$ cat src/rtl/vga_pkg.sv
// 800x600@60 (40 MHz) video timing constants shared by the VGA datapath.
// Also defines the vertical-blanking window used for board RAM writes.
package vga_pkg;

  localparam int H_ACTIVE      = 800;
  localparam int H_TOTAL_TIME  = 1056;
  localparam int V_ACTIVE      = 600;
  localparam int V_BLANK_START = 600;
  localparam int V_TOTAL_TIME  = 628;

  localparam int DEFAULT_GUARD_LINES = 2;

  localparam int WR_WIN_START = V_BLANK_START;

  // Last line on which a board write may still be issued.
  function automatic int wr_win_end(input int guard_lines);
    return V_TOTAL_TIME - 1 - guard_lines;
  endfunction

  localparam int WR_WIN_END = wr_win_end(DEFAULT_GUARD_LINES);

endpackage

$ cat src/rtl/vblank_write_scheduler_rr_arbiter.sv
// Combinational round-robin arbiter: picks the first active request
// at or after rr_ptr, wrapping at NUM_REQ.
module rr_arbiter #(
  parameter int NUM_REQ = 4,
  parameter int IDX_W   = $clog2(NUM_REQ)
) (
  input  logic [NUM_REQ-1:0] req,
  input  logic [IDX_W-1:0]   rr_ptr,
  output logic [NUM_REQ-1:0] winner_oh,
  output logic [IDX_W-1:0]   winner_idx,
  output logic               valid
);

  localparam int unsigned N = NUM_REQ;

  logic [IDX_W-1:0] sel;

  always_comb begin
    winner_oh  = '0;
    winner_idx = '0;
    valid      = 1'b0;
    sel        = '0;
    for (int unsigned k = 0; k < N; k++) begin
      sel = IDX_W'((32'(rr_ptr) + k) % N);
      if (!valid && req[sel]) begin
        valid          = 1'b1;
        winner_idx     = sel;
        winner_oh[sel] = 1'b1;
      end
    end
  end

endmodule

$ cat src/rtl/vblank_write_scheduler.sv
// Shares the board RAM write port among NUM_REQ requesters, issuing
// round-robin writes only inside vertical blanking, with a per-frame budget.
module vblank_write_scheduler
  import vga_pkg::*;
#(
  parameter int NUM_REQ          = 4,
  parameter int ADDR_W           = 7,
  parameter int DATA_W           = 4,
  parameter int GUARD_LINES      = 2,
  parameter int MAX_WR_PER_FRAME = 64
) (
  input  logic                        clk,
  input  logic                        rst_n,
  input  logic [10:0]                 vcount,
  input  logic [10:0]                 hcount,
  input  logic [NUM_REQ-1:0]          req,
  input  logic [NUM_REQ*ADDR_W-1:0]   req_addr,
  input  logic [NUM_REQ*DATA_W-1:0]   req_data,
  output logic [NUM_REQ-1:0]          gnt,
  output logic                        mem_we,
  output logic [ADDR_W-1:0]           mem_addr,
  output logic [DATA_W-1:0]           mem_wdata,
  output logic                        window_open,
  output logic                        frame_start,
  output logic                        budget_spent
);

  localparam int         IDX_W  = $clog2(NUM_REQ);
  localparam logic [10:0] WIN_LO = 11'(WR_WIN_START);
  localparam logic [10:0] WIN_HI = 11'(wr_win_end(GUARD_LINES));
  localparam logic [7:0]  WR_MAX = 8'(MAX_WR_PER_FRAME);
  localparam logic [IDX_W-1:0] LAST_IDX = IDX_W'(NUM_REQ - 1);

  typedef enum logic [1:0] {IDLE, ARB, WRITE} state_t;

  state_t           state, state_nxt;
  logic [IDX_W-1:0] rr_ptr;
  logic [7:0]       wr_cnt;

  logic [NUM_REQ-1:0] arb_oh;
  logic [IDX_W-1:0]   arb_idx;
  logic               arb_valid;

  logic issue, budget_hit, win_cond;

  rr_arbiter #(
    .NUM_REQ (NUM_REQ),
    .IDX_W   (IDX_W)
  ) u_arb (
    .req        (req),
    .rr_ptr     (rr_ptr),
    .winner_oh  (arb_oh),
    .winner_idx (arb_idx),
    .valid      (arb_valid)
  );

  assign win_cond = (vcount >= WIN_LO) && (vcount <= WIN_HI);

  always_ff @(posedge clk or negedge rst_n) begin
    if (!rst_n) state <= IDLE;
    else        state <= state_nxt;
  end

  always_comb begin
    state_nxt = state;
    case (state)
      IDLE:    if (window_open && !budget_spent) state_nxt = ARB;
      ARB: begin
        if (!window_open || wr_cnt == WR_MAX) state_nxt = IDLE;
        else if (arb_valid)                   state_nxt = WRITE;
      end
      WRITE:   state_nxt = ARB;
      default: state_nxt = IDLE;
    endcase
  end

  // Budget check takes priority over arbitration in ARB.
  always_comb begin
    issue      = 1'b0;
    budget_hit = 1'b0;
    if (state == ARB && window_open) begin
      if (wr_cnt == WR_MAX) budget_hit = 1'b1;
      else if (arb_valid)   issue      = 1'b1;
    end
  end

  always_ff @(posedge clk or negedge rst_n) begin
    if (!rst_n) begin
      window_open <= 1'b0;
      frame_start <= 1'b0;
    end else begin
      window_open <= win_cond;
      frame_start <= (vcount == '0) && (hcount == '0);
    end
  end

  always_ff @(posedge clk or negedge rst_n) begin
    if (!rst_n) begin
      gnt       <= '0;
      mem_we    <= 1'b0;
      mem_addr  <= '0;
      mem_wdata <= '0;
      rr_ptr    <= '0;
    end else begin
      gnt    <= issue ? arb_oh : '0;
      mem_we <= issue;
      if (issue) begin
        mem_addr  <= req_addr[arb_idx*ADDR_W +: ADDR_W];
        mem_wdata <= req_data[arb_idx*DATA_W +: DATA_W];
        rr_ptr    <= (arb_idx == LAST_IDX) ? '0 : arb_idx + IDX_W'(1);
      end
    end
  end

  always_ff @(posedge clk or negedge rst_n) begin
    if (!rst_n) begin
      wr_cnt       <= '0;
      budget_spent <= 1'b0;
    end else if (frame_start) begin
      wr_cnt       <= '0;
      budget_spent <= 1'b0;
    end else begin
      if (issue)      wr_cnt       <= wr_cnt + 8'd1;
      if (budget_hit) budget_spent <= 1'b1;
    end
  end

endmodule

$ cat config.mk
export PLATFORM = sky130hd
export DESIGN_NAME = vblank_write_scheduler
export DESIGN_NICKNAME = d
export VERILOG_FILES = /design/src/rtl/vga_pkg.sv /design/src/rtl/vblank_write_scheduler_rr_arbiter.sv /design/src/rtl/vblank_write_scheduler.sv
export SDC_FILE = /design/constraint.sdc
export NUM_CORES = 1
export LEC_CHECK = 0
export ABC_AREA = 1
export CORE_ASPECT_RATIO = 0.75
export CORE_MARGIN = 1
export CORE_UTILIZATION = 35
export CTS_BUF_LIST = sky130_fd_sc_hd__clkbuf_8
export DETAILED_ROUTE_END_ITERATION = 8
export MAX_ROUTING_LAYER = met4
export PLACE_DENSITY = 0.66
export SLEW_MARGIN = 20
export SYNTH_ARGS = -nofsm -noshare
export SYNTH_HDL_FRONTEND = slang
export SYNTH_SLANG_ARGS = --single-unit
$ cat constraint.sdc
create_clock -name clk -period 3 [get_ports clk]
set_input_delay 0.9 -clock clk [delete_from_list [all_inputs] [get_ports clk]]
set_output_delay 0.9 -clock clk [all_outputs]
set_load 0.02 [all_outputs]
==> results of run 1 <==
metrics by stage:
stage	util [%]	total power, mW	worst slack (ns)
after floorplan	-	0.5654	0.8132
after global placement	52.35	0.6966	0.2056
after detailed placement	52.35	0.6996	0.1192
after CTS	53.61	1.008	0.3991
after global routing	53.61	1.051	0.1482
final	53.61	0.9961	0.4124
cell families after synthesis:
group	Yosys count
simple gates	199
buf+inv	89
compound gates	32
flops	31
fa+ha+maj	10
xor+xnor	2
cells in the mapped netlist:
cell type / n
nor3_1: 2
nand2_1: 100
nand2_4: 3
o21ai_2: 1
or3_1: 1
a21oi_1: 10
nand4_1: 5
inv_2: 4
nand4_2: 2
a311oi_1: 1
buf_2: 8
nand3_2: 1
o21ai_0: 17
o32ai_1: 1
o21ai_1: 1
a21boi_0: 1
nor4_1: 5
inv_4: 1
dfrtp_1: 31
buf_6: 2
xor2_1: 1
ha_1: 10
nand3b_1: 1
inv_1: 72
nand3_1: 58
nor3_2: 2
nor2_1: 12
buf_4: 2
xnor2_1: 1
nand2_2: 7
cell usage in the layout, fill, tap and decap left out, types with 4 or more instances in the layout:
| cell type | netlist | routed |
|---|---|---|
| buf_4 | 2 | 5 |
| nand4_1 | 5 | 5 |
| inv_2 | 4 | 4 |
| dfrtp_1 | 31 | 31 |
| clkbuf_8 | 0 | 5 |
| ha_1 | 10 | 10 |
| nor4_1 | 5 | 5 |
| inv_1 | 72 | 74 |
| a21oi_1 | 10 | 10 |
| nand3_1 | 58 | 58 |
| clkdlybuf4s50_1 | 0 | 90 |
| o21ai_0 | 17 | 17 |
| nand2_2 | 7 | 7 |
| nand2_1 | 100 | 100 |
| nor2_1 | 12 | 12 |
sequential cells by signal, summed over array words and instances (netlist names):
| register | flops |
|---|---|
| wr_cnt | 8 |
| mem_addr | 7 |
| gnt | 4 |
| mem_wdata | 4 |
| rr_ptr | 2 |
| state | 2 |
| budget_spent | 1 |
| frame_start | 1 |
| mem_we | 1 |
| window_open | 1 |
report_power, final:
group          internal (mW)  switching (mW)  total [mW]  leakage (nW)
sequential             0.421         0.00331       0.425         0.428
clock                  0.156           0.150       0.305        0.0505
combinational          0.141           0.125       0.266          1.34
total                  0.718           0.278       0.996          1.81
worst register-to-register path: cells and delay by family (launching register included):
family | cells | cell delay [ns]
flops | 1 | 0.56
compound gates | 1 | 0.17
buf+inv | 3 | 0.39
simple gates | 9 | 0.93
fa+ha+maj | 1 | 0.41
layout make-up:
cell class | instances | area share (%)
clock buffer | 5 | 1.992
clock inverter | 3 | 0.3622
inverter | 77 | 8.439
multi-input combinational | 243 | 36.07
sequential | 31 | 22.46
tap | 81 | 2.934
timing repair buffer | 96 | 27.74
routing by layer:
layer | track usage [%] | wire length, um
met1 | 24.51 | 3011
met2 | 29.91 | 2837
met3 | 3.996 | 357
met4 | 3.922 | 59
met5 | - | 0
path summary, 6_finish.rpt:
path / slack, ns / cells past startpoint / start / endpoint
worst min register to register: 0.47 / 1 / state[0] / state[0]
worst min-delay path: 0.47 / 1 / state[0] / state[0]
max in group asynchronous: 1.68 / 2 / rst_n / mem_addr[3]
worst max-delay path: 0.41 / 11 / req[3] / wr_cnt[6]
worst max register to register: 0.43 / 14 / rr_ptr[0] / mem_wdata[2]
min in group asynchronous: 1.03 / 2 / rst_n / gnt[1]
==> impl_metrics.py, run 1 <==
metrics = {
    "synthesis": {
        "synth_nets": 445,
        "avgSynthCellArea_sq_um": 6.587,
        "yosysWarnings": 0,
        "synth_area_leaders": "dfrtp_1 32%, nand2_1 16%, nand3_1 12%",
        "synthMuxAreaShare_pct": 0,
        "synth_seq_cells": 31,
        "synth_compound_area_share_pct": 7.274,
        "syn_area_sq_mm": 0.002391,
        "synth_xor_area_share_pct": 0.7326,
        "synthCells": 363,
        "ys_seq_area_share_pct": 32.44,
        "synth_fa_ha_area_share_pct": 5.233,
        "synth_top_family_by_area": "simple AND/OR/NAND/NOR gates",
        "synth.largest_area_cell": "dfrtp_1",
        "synth_top_area_share_pct": 32.44,
        "synth-simple-area-share_pct": 38.88,
        "ys_types": 30,
    },
    "timing": {
        "rsz0062_at_grt": "no",
        "fin_skew_ns": 0.006212,
        "hold_viol": 0,
        "relSlewSlack_pct": 48.89,
        "holdWs_ns": 0.4705,
        "drv_slew": 0,
        "max_freq_ghz": 0.3865,
        "worst_pin_slew_ns": 0.7596,
        "tns_ns": 0,
        "min_period_ns": 2.588,
        "setup_violations": 0,
        "period_share_pct": 86.25,
    },
    "critical_path": {
        "critPathBufInv": 4,
        "cp.arrival_ns": 2.79,
        "path_class": "in2reg",
        "crit_family": "buffers and inverters",
        "cp_slowest_cell": "clkdlybuf4s50_1",
        "cp-end-kind": "register",
        "cp-start-kind": "input pin",
        "crit_fanout": 21,
        "slowest_delay_ns": 0.52,
        "worst_ep_required_time_ns": 3.20,
        "path_cells": "clkdlybuf4s50_1, inv_1, nand2_1, nand3_1, nand2_4, inv_4, nand4_2, nand2_1, inv_1, nand4_1, o21ai_0",
    },
    "die": {
        "num_io_pins": 91,
        "dieArea_sq_mm": 0.007170,
        "rows": 25,
        "fp.dieW_um": 97.44,
        "die_y_um": 73.58,
        "initial_core_util_pct": 37.11,
        "core-area_sq_mm": 0.006444,
    },
    "pwr": {
        "ir_drop_v": 0.0001250,
        "p_leak_nw": 1.814,
        "p_per_area_mw_per_mm2": 288.3,
    },
    "global_route": {
        "track_usage_pct": 18.65,
        "antenna_found_initial": 0,
        "grt_pass1_vias": 2439,
        "grt_pass1_wl_um": 10540,
        "grt_max_degree": 32,
        "grt_remaining_overflow": 0,
    },
    "cts": {
        "htree_levels": 2,
        "clk_pin_slew_ns": 0.06,
        "cts_buffers": 5,
        "clockBufferDepth": 2,
        "hold_buffers": 0,
        "post-cts-setup-buffers": 0,
        "cts_tree": "done",
        "ctsRootBufferMaster": "clkbuf_8",
        "cts_resized": 0,
        "clk_latency_ns": 0.28,
        "cts.sinks": 31,
    },
    "place": {
        "place_area_sq_mm": 0.003373,
        "placed_cells": 528,
        "dp_hpwl_um": 4923,
        "routabilityCongestion": 0.8909,
        "port_buffers": 90,
    },
    "detailed_routing": {
        "vias": 2567,
        "drc": 0,
        "drtIter0Drc": 108,
        "wirelength_um": 6266,
        "viasPerCell": 4.789,
        "first_pass_iters": 4,
        "post_drt_wl_per_cell_um": 11.69,
        "postRouteAntennaNets": 0,
    },
    "layout": {
        "diodes": 0,
        "area_growth_pct": 44.48,
        "drive_gt1_share_pct": 7.253,
        "fill_cells": 647,
        "regArea_sq_um": 775.7,
        "finalInstanceArea_sq_mm": 0.003455,
        "multi_input_area_sq_mm": 0.001246,
        "nets": 536,
        "final-instance-count-excl-fill": 536,
    },
    "hold_path": {
        "hold_path.class": "reg2reg",
    },
    "flow_run": {
        "cap_violations": 0,
    },
    "run_status": {
        "status": "finished, final reports clean",
    },
}
No activity file was read; power rests on OpenSTA's default activity.
==> run 2, diff against run 1 <==
--- a/config.mk
+++ b/config.mk
@@ -10,6 +10,7 @@
 export CORE_MARGIN = 1
 export CORE_UTILIZATION = 35
 export CTS_BUF_LIST = sky130_fd_sc_hd__clkbuf_8
+export CTS_CLUSTER_DIAMETER = 200
 export DETAILED_ROUTE_END_ITERATION = 8
 export MAX_ROUTING_LAYER = met4
 export PLACE_DENSITY = 0.66
@@ -17,3 +18,4 @@
 export SYNTH_ARGS = -nofsm -noshare
 export SYNTH_HDL_FRONTEND = slang
 export SYNTH_SLANG_ARGS = --single-unit
+export TNS_END_PERCENT = 5
==> results of run 2 <==
Same layout as run 1: the final DEF is identical, and so are final timing and power.
==> run 3, diff against run 2 <==
--- a/config.mk
+++ b/config.mk
@@ -18,4 +18,4 @@
 export SYNTH_ARGS = -nofsm -noshare
 export SYNTH_HDL_FRONTEND = slang
 export SYNTH_SLANG_ARGS = --single-unit
-export TNS_END_PERCENT = 5
+export TNS_END_PERCENT = 20
==> results of run 3 <==
Same layout as run 1: the final DEF is identical, and so are final timing and power.
